File: config.mk
export PLATFORM = sky130hd
export DESIGN_NAME = proc_scheduler
export DESIGN_NICKNAME = d
export VERILOG_FILES = /design/src/rtl/proc_scheduler_pkg.sv /design/src/rtl/proc_scheduler_lsb_priority_enc.sv /design/src/rtl/proc_scheduler.sv
export SDC_FILE = /design/constraint.sdc
export NUM_CORES = 1
export LEC_CHECK = 0
export ABC_AREA = 1
export BUFFER_PORTS_ARGS = -buffer_cell sky130_fd_sc_hd__buf_4
export CAP_MARGIN = 10
export CORE_UTILIZATION = 30
export DETAILED_ROUTE_END_ITERATION = 6
export PLACE_DENSITY_LB_ADDON = 0.3
export RECOVER_POWER = 100
export SYNTH_ARGS = -nofsm -noshare
export SYNTH_HDL_FRONTEND = slang
export SYNTH_HIERARCHICAL = 1
export SYNTH_SLANG_ARGS = --single-unit
File: constraint.sdc
create_clock -name clk -period 5.55 [get_ports clk]
set_clock_uncertainty 0.15 [all_clocks]
set_input_delay 0.555 -clock clk [delete_from_list [all_inputs] [get_ports clk]]
set_output_delay 0.555 -clock clk [all_outputs]
set_load 0.1 [all_outputs]
File: src/rtl/proc_scheduler_pkg.sv
// rtl/proc_scheduler_pkg.sv - shared state encoding, widths and helpers for proc_scheduler
package proc_scheduler_pkg;

  typedef enum logic [1:0] {
    ST_IDLE   = 2'd0,
    ST_RUN    = 2'd1,
    ST_REPORT = 2'd2
  } state_t;

  localparam int DEFAULT_NUM_UNITS = 4;
  localparam int POS_W             = 16;
  localparam int CHAR_W            = 8;

  // Index width that stays at least one bit wide for a single-unit bank.
  function automatic int idx_width(input int n);
    return (n > 1) ? $clog2(n) : 1;
  endfunction

endpackage

File: src/rtl/proc_scheduler_lsb_priority_enc.sv
// rtl/proc_scheduler_lsb_priority_enc.sv - lowest-set-bit index encoder with any flag
module lsb_priority_enc
  import proc_scheduler_pkg::*;
#(
  parameter int N     = DEFAULT_NUM_UNITS,
  parameter int IDX_W = idx_width(N)
) (
  input  logic [N-1:0]     vec,
  output logic [IDX_W-1:0] idx,
  output logic             any
);

  // Scan from the top so the lowest set bit is the last one to write idx.
  always_comb begin
    idx = '0;
    for (int i = N - 1; i >= 0; i--) begin
      if (vec[i]) idx = IDX_W'(i);
    end
  end

  assign any = |vec;

endmodule

File: src/rtl/proc_scheduler.sv
// rtl/proc_scheduler.sv - broadcasts jobs to a bank of md5 units and aggregates their results
module proc_scheduler
  import proc_scheduler_pkg::*;
#(
  parameter int NUM_UNITS = DEFAULT_NUM_UNITS,
  parameter int TIMEOUT_W = 24
) (
  input  logic                        clk,
  input  logic                        reset_n,
  input  logic                        s_start,
  input  logic [POS_W-1:0]            s_num_bytes,
  input  logic [CHAR_W-1:0]           s_data,
  input  logic                        s_data_valid,
  input  logic                        s_match_char_next,
  input  logic [NUM_UNITS-1:0]        unit_en,
  output logic                        s_done,
  output logic                        s_match,
  output logic [POS_W-1:0]            s_byte_pos,
  output logic [CHAR_W-1:0]           s_match_char,
  output logic                        busy,
  output logic                        timeout,
  output logic                        u_start,
  output logic [POS_W-1:0]            u_num_bytes,
  output logic [CHAR_W-1:0]           u_data,
  output logic                        u_data_valid,
  input  logic [NUM_UNITS-1:0]        u_done,
  input  logic [NUM_UNITS-1:0]        u_match,
  input  logic [POS_W*NUM_UNITS-1:0]  u_byte_pos,
  input  logic [CHAR_W*NUM_UNITS-1:0] u_match_char,
  output logic [NUM_UNITS-1:0]        u_match_char_next
);

  localparam int IDX_W = idx_width(NUM_UNITS);

  state_t               state;
  logic [NUM_UNITS-1:0] active;
  logic [NUM_UNITS-1:0] done_seen;
  logic [NUM_UNITS-1:0] match_seen;
  logic [TIMEOUT_W-1:0] wdog;
  logic [IDX_W-1:0]     sel;
  logic                 sel_valid;
  logic [IDX_W-1:0]     enc_idx;
  logic                 enc_any;
  logic [POS_W-1:0]     enc_pos;
  logic [NUM_UNITS-1:0] done_now;
  logic [NUM_UNITS-1:0] match_now;

  assign done_now  = u_done & active;
  assign match_now = u_done & u_match & active;

  lsb_priority_enc #(.N(NUM_UNITS), .IDX_W(IDX_W)) sel_enc (
    .vec (match_seen),
    .idx (enc_idx),
    .any (enc_any)
  );

  always_comb begin
    enc_pos = '0;
    for (int i = 0; i < NUM_UNITS; i++) begin
      if (enc_idx == IDX_W'(i)) enc_pos = u_byte_pos[POS_W*i +: POS_W];
    end
  end

  // Readback is steered only after a report that found a winner.
  always_comb begin
    s_match_char      = '0;
    u_match_char_next = '0;
    for (int i = 0; i < NUM_UNITS; i++) begin
      if (sel_valid && sel == IDX_W'(i)) begin
        s_match_char         = u_match_char[CHAR_W*i +: CHAR_W];
        u_match_char_next[i] = s_match_char_next;
      end
    end
  end

  always_ff @(posedge clk) begin
    if (!reset_n) begin
      state        <= ST_IDLE;
      active       <= '0;
      done_seen    <= '0;
      match_seen   <= '0;
      wdog         <= '0;
      sel          <= '0;
      sel_valid    <= 1'b0;
      s_done       <= 1'b0;
      s_match      <= 1'b0;
      s_byte_pos   <= '0;
      busy         <= 1'b0;
      timeout      <= 1'b0;
      u_start      <= 1'b0;
      u_num_bytes  <= '0;
      u_data       <= '0;
      u_data_valid <= 1'b0;
    end else begin
      u_start      <= s_start;
      u_num_bytes  <= s_num_bytes;
      u_data       <= s_data;
      u_data_valid <= s_data_valid;
      s_done       <= 1'b0;

      if (s_start) begin
        active     <= unit_en;
        done_seen  <= '0;
        match_seen <= '0;
        wdog       <= '0;
        timeout    <= 1'b0;
        s_match    <= 1'b0;
        s_byte_pos <= '0;
        sel        <= '0;
        sel_valid  <= 1'b0;
        busy       <= 1'b1;
        state      <= (unit_en == '0) ? ST_REPORT : ST_RUN;
      end else begin
        unique case (state)
          ST_RUN: begin
            done_seen  <= done_seen | done_now;
            match_seen <= match_seen | match_now;
            wdog       <= wdog + 1'b1;
            // Completion on the watchdog's final cycle still counts as a clean finish.
            if ((done_seen | done_now) == active) begin
              state <= ST_REPORT;
            end else if ((wdog + 1'b1) == {TIMEOUT_W{1'b1}}) begin
              timeout    <= 1'b1;
              match_seen <= '0;
              state      <= ST_REPORT;
            end
          end
          ST_REPORT: begin
            s_done     <= 1'b1;
            s_match    <= enc_any;
            sel        <= enc_idx;
            sel_valid  <= enc_any;
            s_byte_pos <= enc_any ? enc_pos : '0;
            busy       <= 1'b0;
            state      <= ST_IDLE;
          end
          default: state <= ST_IDLE;
        endcase
      end
    end
  end

endmodule

==> impl.org <==
** Floorplanning
- roughly 200 I/O pins were placed.
- In this run the horizontal extent of the chip is around 120 um.
- Placeable Area :: 0.0145 mm2
- After floorplanning, the core was divided into 44 placement rows.
- In this run the vertical extent of the chip is roughly 120 um.
- The initial utilization of the core area, before any placement, comes to a little over 30%.
- The floorplan step defined a die boundary enclosing around 0.015 mm2.

** Critical path
- The worst setup path is captured at a flip-flop.
- Traced cell by cell, the critical path runs through clkbuf_1, inv_1, nor2_1, clkbuf_1, inv_1, clkbuf_1, a21oi_1.
- Type of origin of the critical path :: input pin
- Highest cell delay on the worst timing path :: roughly 0.83 ns
- Data arrives at the worst endpoint at 3.75 ns.
- Crit Path Class :: input pin to flip-flop
- Critical path's slowest cell :: clkbuf_1
- At the worst endpoint, the required time is around 5.7 ns.
- On the critical path the largest part of the delay comes from buffers and inverters.
- Among the stages of the critical path, the cell type that occurs most often is clkbuf_1.
- The critical path contains buffers and inverters numbering 5 combined.
- Along the worst path, the maximum fanout reaches 28.

** STA
- The worst pin sits at a relative slew slack of -23.1%.
- In the finished design, the share of the clock period the worst path needs comes to 65.8%.
- Setup repair after global routing missed its margin :: no
- Setup violations remaining at the end of the flow were counted as 0.
- Setup_tns :: 0 ns
- Final critical-path required period :: around 3.7 ns
- Slew of the pin with the lowest slew margin :: approximately 1.8 ns
- The final hold violation count is 0.
- Fin. max-slew vios :: 31
- Top achievable clock speed :: around 270 MHz

** Clock tree
- For the worst-skew pair, the clock arrives at the later sink with an insertion delay of about 0.34 ns.
- CTS placed an instance of clkbuf_16 at the clock tree root.
- The clock drives 86 sinks.
- In this run, post-CTS repair resized a total of 0 instances.
- Buffers inserted during clock tree synthesis total 9.
- Hold repair after CTS inserted 0 buffers.
- In this run the deepest clock path goes through 2 buffers.
- Clock input transition at the sequential cells of the worst setup and hold paths :: roughly 0.060 ns
- The H-tree was split into 3 levels.
- Count of buffers added by post-CTS timing repair for setup :: 0
- CTS tree :: yes

** Drt
- The count of nets left with antenna violations once routing finished came out at 0.
- Dividing the detail-routed via count by the number of cells gives between 4 and 5.
- DRC viols :: 0
- Via count :: 4867
- First-pass detailed-route iteration total :: 5
- For this block, the initial DRC count from the detailed router was 186.
- Drt wl/cell :: roughly 12 um
- After detailed routing, the total wire length is 13100 um.

** Synth
- Cell types with the largest area share after synthesis :: dfxtp_1, nand2_1, inv_1
- Summed over its instances, the top area cell type makes up 38.6% of the synthesized netlist area.
- Synthesis produced a netlist whose cell count is a little under 700.
- The number of different library cells used by synthesis comes to 32.
- After synthesis, the share of flip-flops with an asynchronous set or reset is 0%.
- Syn Nets :: about 800
- Number of flops mapped to enable cells by yosys :: 0
- Yosys Warn Count :: 6
- Combined area of all synthesized cells :: 0.00446 mm2
- Dividing the synthesized area by the synthesized cell count gives 6.53 um2.
- Top FF cell, synth :: dfxtp_1
- Yosys top cell by area :: dfxtp_1
- Sequential cell area fraction in the yosys report :: between 30% and 40%
- Number of storage elements in the synthesis netlist :: 86

** Placed design
- Summing all placed instances gives a cell area of between 0.006 and 0.007 mm2.
- The HPWL after detailed placement is a little over 10000 um.
- Gp weighted congestion :: 0.817
- Number of port buffers :: slightly below 200

** Pwr
- Static leakage power :: about 2.8 nW
- Dividing total power by cell area gives a power density of around 240 mW/mm2.
- Max rail drop VDD :: between 0.00015 and 0.0002 V

** Global routing
- Overall Global Routing Usage :: between 10% and 20%
- Global-route congestion overflow total :: 0
- Number of antenna violations at the first check in global routing :: 0
- Highest-utilization routing layer at the global route stage :: met2
- Pin count of the biggest net entering global routing :: 31
- Global routing used 22.2% of the available met1 tracks.
- The first global-routing pass estimated between 20000 and 25000 um of wire.
- Global routing consumed, on the met2 layer, approximately a quarter of the routing resources.
- For this run, global-route usage on met3 was measured as 5.04%.
- Via count of the first global-routing pass :: about 4300

** Status
- The final reports fail on capacitance limit, slew limit.
- The run finished, with violations left.

** Finish
- The area growth from synthesis to layout is 37.8%.
- End-of-flow core utilization :: between 40 and 50%
- Most frequent cells in the layout :: nand2_1, buf_4, inv_1, dfxtp_1, clkbuf_1
- With fillers left out, the area of the finished cells amounts to a little over 0.006 mm2.
- The post-route netlist has between 10% and 20% of its cells at a drive strength greater than 1.
- The final layout contains approximately 1000 nets.
- The library cell used most frequently in the layout, excluding fill and tap cells, is nand2_1.
- The repair_antennas step left the layout with diodes totalling 0.

** Hold path
- Type of the worst min-delay path :: input pin to flip-flop

** Job
- Number of max-cap violations :: 1
area by class of cell:
| class | count | area [um2] |
|---|---|---|
| multi-input combinational | 453 | 2190 |
| tap | 184 | 230 |
| clock inverter | 3 | 43.8 |
| sequential | 86 | 1720 |
| timing repair buffer | 196 | 1240 |
| clock buffer | 12 | 256 |
| fill | 1611 | 8390 |
| inverter | 122 | 458 |
metrics by stage:
stage / setup WS (ns) / instances / total power [mW] / hold slack, ns
after detailed placement: 2.80 / 1041 / 0.907 / 0.305
after CTS: 2.64 / 1056 / 1.52 / 0.232
final: 1.90 / 1056 / 1.49 / 0.244
after floorplan: 0.712 / 683 / 0.799 / 0.295
after global routing: 1.50 / 1056 / 1.56 / 0.244
after global placement: 2.88 / 1041 / 0.905 / 0.303
power breakdown:
| part | switching [mW] | internal, mW | leakage [nW] | total [mW] |
|---|---|---|---|---|
| Combinational | 0.147 | 0.0853 | 1.95 | 0.232 |
| Clock | 0.238 | 0.371 | 0.149 | 0.609 |
| Sequential | 0.0121 | 0.637 | 0.703 | 0.649 |
| Total | 0.397 | 1.09 | 2.81 | 1.49 |
cells in the mapped netlist, types with 2 or more instances:
master and count:
clkbuf_1 19, o221ai_1 4, nand2_2 5, nand4_1 9
dfxtp_1 86, o21bai_1 5, o2111ai_1 2, o22ai_1 12
nor3_1 7, nor2_1 50, a21oi_1 43, inv_2 2
buf_1 2, inv_1 119, nor2_4 6, ha_1 2
a21oi_2 3, a31oi_1 8, nor4_1 2, o211ai_1 21
nand3_1 36, nand2_1 189, nor2_2 3, xor2_1 2
o21ai_0 39
final timing paths:
kind | from | end | slack (ns) | cells past startpoint
worst min register to register | s_byte_pos[0] | s_byte_pos[0] | 0.31 | 2
worst max register to register | state[0] | match_seen[2] | 2.00 | 7
worst max-delay path | reset_n | s_byte_pos[1] | 1.90 | 7
worst min-delay path | s_num_bytes[1] | u_num_bytes[1] | 0.24 | 3
worst register-to-register path: cells and delay by family, from the launching register on:
kind | cells | cell delay [ns]
flip-flops | 1 | 0.30
AND/OR/NAND/NOR | 4 | 1.69
buffers and inverters | 2 | 0.87
AO/OA/AOI/OAI | 1 | 0.42
cells by family after synthesis:
| family | Yosys count | share of synthesized area [%] |
|---|---|---|
| and+or+nand+nor | 309 | 29.6 |
| buffers and inverters | 144 | 12.1 |
| AOI/OAI and AO/OA | 139 | 18.5 |
| DFF | 86 | 38.6 |
| xor gates and xnor gates | 3 | 0.589 |
| adders and majority gates | 2 | 0.561 |
state kept, by name, indices dropped and copies added, names as in the netlist, 2 cells and up:
name	flops
wdog	24
s_byte_pos	16
state	2
u_num_bytes	16
done_seen	4
u_data	8
sel	2
match_seen	4
active	4
layer usage:
| metal | up-vias | routed length [um] |
|---|---|---|
| li1 | 2564 | - |
| met4 | 0 | 174 |
| met1 | 2125 | 5870 |
| met5 | - | 0 |
| met3 | 11 | 1050 |
| met2 | 167 | 6020 |
(Power assumes the default switching activity.)
